### src/rtl/alu_arbiter.sv
// alu_arbiter: shares one combinational 32-bit ALU between two requesters.
// Round-robin arbitration feeds an operand register (S1) that drives the ALU.
// A response register (S2) captures the result, the flags and the illegal-code marker.
module alu_arbiter #(
    parameter int DATA_W = 32,
    parameter int CTRL_W = 3
) (
    input  logic              clk,
    input  logic              reset,
    input  logic              req0_valid,
    output logic              req0_ready,
    input  logic [DATA_W-1:0] req0_a,
    input  logic [DATA_W-1:0] req0_b,
    input  logic [CTRL_W-1:0] req0_ctrl,
    input  logic              req1_valid,
    output logic              req1_ready,
    input  logic [DATA_W-1:0] req1_a,
    input  logic [DATA_W-1:0] req1_b,
    input  logic [CTRL_W-1:0] req1_ctrl,
    output logic              rsp0_valid,
    input  logic              rsp0_ready,
    output logic              rsp1_valid,
    input  logic              rsp1_ready,
    output logic [DATA_W-1:0] rsp_result,
    output logic [3:0]        rsp_flags,
    output logic              rsp_err,
    output logic [DATA_W-1:0] alu_a,
    output logic [DATA_W-1:0] alu_b,
    output logic [CTRL_W-1:0] alu_ctrl,
    input  logic [DATA_W-1:0] alu_result,
    input  logic [3:0]        alu_flags,
    output logic              busy
);

    // Control codes above 3'b100 are illegal; they execute as add and mark the response with err.
    localparam logic [CTRL_W-1:0] CTRL_ADD = {CTRL_W{1'b0}};
    localparam logic [CTRL_W-1:0] CTRL_MAX = CTRL_W'(3'd4);

    function automatic logic ctrl_illegal(input logic [CTRL_W-1:0] code);
        return (code > CTRL_MAX);
    endfunction

    // Operand stage (S1)
    logic              s1_v_r;
    logic              s1_id_r;
    logic [DATA_W-1:0] s1_a_r;
    logic [DATA_W-1:0] s1_b_r;
    logic [CTRL_W-1:0] s1_ctrl_r;
    logic              s1_err_r;
    // Response stage (S2)
    logic              s2_v_r;
    logic              s2_id_r;
    logic [DATA_W-1:0] s2_result_r;
    logic [3:0]        s2_flags_r;
    logic              s2_err_r;
    // Round-robin pointer: the requester granted at the last accepted handshake
    logic              last_gnt_r;

    logic              s2_fire_s;
    logic              s2_load_s;
    logic              s1_free_s;
    logic              grant_s;
    logic              accept_s;
    logic [DATA_W-1:0] sel_a_s;
    logic [DATA_W-1:0] sel_b_s;
    logic [CTRL_W-1:0] sel_ctrl_s;

    assign s2_fire_s = s2_v_r & (s2_id_r ? rsp1_ready : rsp0_ready);
    assign s2_load_s = s1_v_r & (~s2_v_r | s2_fire_s);
    assign s1_free_s = ~s1_v_r | s2_load_s;

    // Round-robin grant: on contention, favour the requester not served last
    always_comb begin
        grant_s = 1'b0;
        if (req0_valid && req1_valid) begin
            grant_s = ~last_gnt_r;
        end else if (req1_valid) begin
            grant_s = 1'b1;
        end else begin
            grant_s = 1'b0;
        end
    end

    assign req0_ready = (grant_s == 1'b0) & s1_free_s & reset;
    assign req1_ready = (grant_s == 1'b1) & s1_free_s & reset;
    assign accept_s   = (req0_valid & req0_ready) | (req1_valid & req1_ready);

    // Operand mux for the granted requester
    always_comb begin
        sel_a_s    = req0_a;
        sel_b_s    = req0_b;
        sel_ctrl_s = req0_ctrl;
        if (grant_s) begin
            sel_a_s    = req1_a;
            sel_b_s    = req1_b;
            sel_ctrl_s = req1_ctrl;
        end else begin
            sel_a_s    = req0_a;
            sel_b_s    = req0_b;
            sel_ctrl_s = req0_ctrl;
        end
    end

    // S1: load an accepted op (illegal codes become add); clear when it drains so the ALU sees zeros
    always_ff @(posedge clk) begin
        if (!reset) begin
            s1_v_r    <= 1'b0;
            s1_id_r   <= 1'b0;
            s1_a_r    <= {DATA_W{1'b0}};
            s1_b_r    <= {DATA_W{1'b0}};
            s1_ctrl_r <= CTRL_ADD;
            s1_err_r  <= 1'b0;
        end else if (accept_s) begin
            s1_v_r    <= 1'b1;
            s1_id_r   <= grant_s;
            s1_a_r    <= sel_a_s;
            s1_b_r    <= sel_b_s;
            s1_ctrl_r <= ctrl_illegal(sel_ctrl_s) ? CTRL_ADD : sel_ctrl_s;
            s1_err_r  <= ctrl_illegal(sel_ctrl_s);
        end else if (s2_load_s) begin
            s1_v_r    <= 1'b0;
            s1_id_r   <= 1'b0;
            s1_a_r    <= {DATA_W{1'b0}};
            s1_b_r    <= {DATA_W{1'b0}};
            s1_ctrl_r <= CTRL_ADD;
            s1_err_r  <= 1'b0;
        end
    end

    // S2: capture the ALU output when S1 advances; hold until consumed, then clear
    always_ff @(posedge clk) begin
        if (!reset) begin
            s2_v_r      <= 1'b0;
            s2_id_r     <= 1'b0;
            s2_result_r <= {DATA_W{1'b0}};
            s2_flags_r  <= 4'b0000;
            s2_err_r    <= 1'b0;
        end else if (s2_load_s) begin
            s2_v_r      <= 1'b1;
            s2_id_r     <= s1_id_r;
            s2_result_r <= alu_result;
            s2_flags_r  <= alu_flags;
            s2_err_r    <= s1_err_r;
        end else if (s2_fire_s) begin
            s2_v_r      <= 1'b0;
            s2_id_r     <= 1'b0;
            s2_result_r <= {DATA_W{1'b0}};
            s2_flags_r  <= 4'b0000;
            s2_err_r    <= 1'b0;
        end
    end

    // Pointer moves only on an accepted handshake; after reset requester 0 is preferred
    always_ff @(posedge clk) begin
        if (!reset) begin
            last_gnt_r <= 1'b1;
        end else if (accept_s) begin
            last_gnt_r <= grant_s;
        end
    end

    assign alu_a      = s1_a_r;
    assign alu_b      = s1_b_r;
    assign alu_ctrl   = s1_ctrl_r;
    assign rsp0_valid = s2_v_r & ~s2_id_r;
    assign rsp1_valid = s2_v_r & s2_id_r;
    assign rsp_result = s2_result_r;
    assign rsp_flags  = s2_flags_r;
    assign rsp_err    = s2_err_r;
    assign busy       = s1_v_r | s2_v_r;

endmodule
### config.mk
export PLATFORM = sky130hd
export DESIGN_NAME = alu_arbiter
export DESIGN_NICKNAME = d
export VERILOG_FILES = /design/src/rtl/alu_arbiter.sv
export SDC_FILE = /design/constraint.sdc
export NUM_CORES = 1
export LEC_CHECK = 0
export ABC_AREA = 0
export CORE_ASPECT_RATIO = 0.8
export CORE_MARGIN = 10
export CORE_UTILIZATION = 38
export CTS_BUF_LIST = sky130_fd_sc_hd__clkbuf_16
export DETAILED_ROUTE_END_ITERATION = 16
export GPL_TIMING_DRIVEN = 0
export PLACE_DENSITY = 0.82
export SLEW_MARGIN = 20
export SYNTH_ARGS = -nofsm -noshare
export SYNTH_HDL_FRONTEND = slang
export SYNTH_SLANG_ARGS = --single-unit
### constraint.sdc
create_clock -name clk -period 2.6 [get_ports clk]
set_clock_uncertainty 0.15 [all_clocks]
set_input_delay 0.78 -clock clk [delete_from_list [all_inputs] [get_ports clk]]
set_output_delay 0.78 -clock clk [all_outputs]
set_load 0.1 [all_outputs]
* After elaboration in Yosys (flattened, before gate mapping) *
Cells that the tools add are included.
Widths: inputs -> output; s select.

word-level totals
  register bits after elaboration = 110
  latch bits = 0
  RAM bits = 0
  ROM bits = 0
  output and inout bits = 109
  memories = 0

operators by class
  add/sub/neg operators = 0
  multipliers = 0
  div/mod/pow operators = 0
  $lt $le $gt $ge = 1
  equal/unequal tests = 0
  shift operators = 0
  muxes and demuxes = 24
  bitwise logic cells = 19
  reduce and logical (&&, ||, !) cells = 3

operators with widths
  operator            count
  $mux 32             7
  $mux 3              4
  $mux 1              11
  $and 1x1->1         10
  $mux 4              2
  $not 1->1           5
  $or 1x1->1          4
  $reduce_bool 2->1   2
  $gt 3x3->1 const B  1
  $logic_and 1x1->1   1

* Logic depth before layout (Yosys ltp) *
Gate-level depths: netlist (run 1).

  depth after elaboration = 10
  gate-level depth with buffers = 6
  gate-level depth less buffers = 3

* Least setup slack after synthesis (run 1) *
No wires, ideal clock.

  path kind = input port to output port
  start = input port reset
  end = output port req1_ready
  data arrival time = 2.687 ns
  required time = 1.670 ns
  setup slack = -1.017 ns
  stages = 5
  buffers on the path = 3
  path through = clkbuf_1 > o21ai_1 > buf_2 > buf_4 > nor2_1

on the way
  cells in the longest elaborated chain, start to end = 1

RTL lines
  what             line  source
  start, declared  9     input logic reset,
  $and 1x1->1      85    assign req1_ready = (grant_s == 1'b1) & s1_free_s & reset;
  end, declared    16    output logic req1_ready,

Every way passes these cells.

* Final worst setup path (run 1) *
  start = input port rsp0_ready
  end = output port req1_ready

on the way
  cells in the longest elaborated chain, start to end = 7

RTL lines
  what                       line  source
  start, declared            21    input logic rsp0_ready,
  $mux 1                     68    assign s2_fire_s = s2_v_r & (s2_id_r ? rsp1_ready : rsp0_ready);
  $and 1x1->1                68
  $or 1x1->1                 69    assign s2_load_s = s1_v_r & (~s2_v_r | s2_fire_s);
  $and 1x1->1                69
  $or 1x1->1                 70    assign s1_free_s = ~s1_v_r | s2_load_s;
  $and 1x1->1 (2 in series)  85

Every way passes these cells.

==> metrics.txt, run 1 <==
Final Util 66.4%; GRT Max-Usage Layer met2; layout net count 904; CTS tree done; Port Buffers 283; crit share post-route 98.9%; Crit path largest cell delay 0.28 ns; register area share after synthesis 46.5%; largest net degree at the start of global routing 24; most frequent cells in the layout 170 x clkdlybuf4s50_1, 109 x dfxtp_1, 106 x dlygate4sd2_1; CP required 1.67 ns; Core Footprint 12200 um2; final setup margin 0.0286 ns; CP arrival 1.64 ns; Placed Instances 882; Starting Density 38.8%; warnings from Yosys 0; Layout Cells excl Fill 904; leading area contributor after synthesis dfxtp_1; post-synth cell types 28; syn nets 604; Period minus WS final 2.57 ns; Sink Count 110; Setup CP Type primary input to primary output; Syn Inst Count 428; commonest non-fill, non-tap cell in the layout clkdlybuf4s50_1; max-slew headroom at the worst pin 30.5%; Final Power 5.00 mW; Pwr per Cell Area 617 nW/um2; max-cap violations 0; root buf cell clkbuf_16; Slew Viols, Final 0; clk slew on worst S/H paths 0.08 ns; outcome completed; GP Congestion 0.827; #FFs+latches synth 110; CTS Hold Bufs 0; top-area cell type share of the netlist area 46.5%; total track usage 19.4%; Worst Max-Slew Pin Slew 1.05 ns; global-route wire length before repair 27000 um; htree depth 3; syn avg cell area 11.1 um2; RSZ-0062 raised after global routing true; dpl hpwl 14200 um; Max Freq 389 MHz; CP Capture Type primary output; met2 GRT Util 34.3%; vias post-DR 4573; initial antenna violation count 0; n_diodes 0; clk buf depth 2; final setup vio count 0; row count 36; DR pass1 iterations 4; Max VDD drop 396 uV; Worst-Skew Late Latency 0.34 ns; P&R area growth vs syn 71.3%; GRT overflow 0; Hold Crit Class register to register; slack of the worst reg-to-reg path 0.65 ns; crit path cell chain buf_6 > mux2_4 > o21ai_4 > buf_8 > nor2_4 > buf_12; Routed Antenna Nets 0; most area-consuming cells after synthesis dfxtp_1 47%, mux2i_1 14%, o2bb2ai_1 12%, a32o_1 8.9%, and2_1 8.7%; DIE HEIGHT 120 um; DR DRC count 0; WL/cell 19.7 um; global routing usage on met1 21.1%; vias per cell 5.06; Hold Vio Cnt, Final 0; met3 global-route usage 9.46%; DRT iter0 DRCs 154; CP bufs+invs 3; Mapped Area 4730 um2; Slowest-stage cell, CP mux2_4; drt total wl 17800 um; die area 17300 um2; Hold WS 0.310 ns; Placement Setup Slack -1.52 ns; CP top delay family buffers and inverters; IO Count 285; die width 145 um; P_leak 3.67 nW; crit path launch type primary input; Crit Path Max Fanout 2; vias in the first global route 4789; CTS Buf Count 9; share of layout cells above drive strength 1 10.1%
-- metal layers --
layer	wire length (um)	vias up
met2	8980	156
li1	-	2218
met4	80	0
met3	1960	11
met5	0	-
met1	6820	2188
-- sequential cells by signal, indices dropped and copies added (netlist names) --
signal	cells
alu_a	32
alu_b	32
alu_ctrl	3
last_gnt_r	1
rsp_err	1
rsp_flags	4
rsp_result	32
s1_err_r	1
s1_id_r	1
s1_v_r	1
s2_id_r	1
s2_v_r	1
-- metrics by stage --
step | area [um2] | TNS, ns
after floorplan | 4780 | -0.0957
after global placement | 7820 | -12.05
after detailed placement | 7820 | -14.12
after CTS | 8080 | -0.00700
after global routing | 8110 | -0.0202
final | 8110 | 0
-- synthesized netlist by cell type (all sizes together) --
cell	count
or2	2
o2bb2ai	64
o221ai	1
a21bo	1
a32o	42
o32ai	1
o21a	2
o21ai	4
a21oi	2
mux2i	68
a2bb2o	1
nand2	3
nand3	1
clkbuf	15
nand2b	4
mux2	2
nor2	4
a31oi	1
inv	3
buf	29
dfxtp	110
and2	66
nor3b	2
-- where the power goes --
group	switching (mW)	leakage, nW	internal (mW)
sequential	0.0614	0.907	1.80
combinational	1.18	2.61	0.534
clock	0.720	0.154	0.703
total	1.96	3.67	3.04
-- timing repair --
item                       4_1_cts  5_1_grt
setup endpoints to repair      109        2
buffers inserted                 7        2
resized for setup              146       10
pin swaps                        4        1
-- cell type report --
class	count	area, um2
fillers	994	4100
repair buffers	292	2790
multi-input cells	271	2340
flip-flops and latches	110	2200
plain buffers	41	228
clock buffers	9	225
well taps	171	214
clock inverters	7	93.8
inverters	3	15.0
-- cell families after synthesis --
logic type | count (synthesis) | share of synthesized area (%)
AO/OA/AOI/OAI | 119 | 23.0
multiplexers | 70 | 14.9
buffers and inverters | 47 | 5.13
flip-flops | 110 | 46.5
AND/OR/NAND/NOR | 82 | 10.5
-- path summary, 6_finish.rpt --
| kind | startpoint | end | cells past startpoint |
|---|---|---|---|
| worst max register to register | s2_id_r$_SDFFE_PN0P_ | alu_a[28]$_SDFFE_PN0P_ | 7 |
| worst min-delay path | alu_b[31]$_SDFFE_PN0P_ | alu_b[31]$_SDFFE_PN0P_ | 1 |
| worst max-delay path | rsp0_ready | req1_ready | 6 |
| worst min register to register | alu_b[31]$_SDFFE_PN0P_ | alu_b[31]$_SDFFE_PN0P_ | 1 |
Power figures use the tool's default switching activity.
==> run 2: changes to the inputs <==
CTS_CLUSTER_SIZE = 30   (was not set)
==> results of run 2 <==
The final DEF is identical to that of run 1; final timing and power are the same.
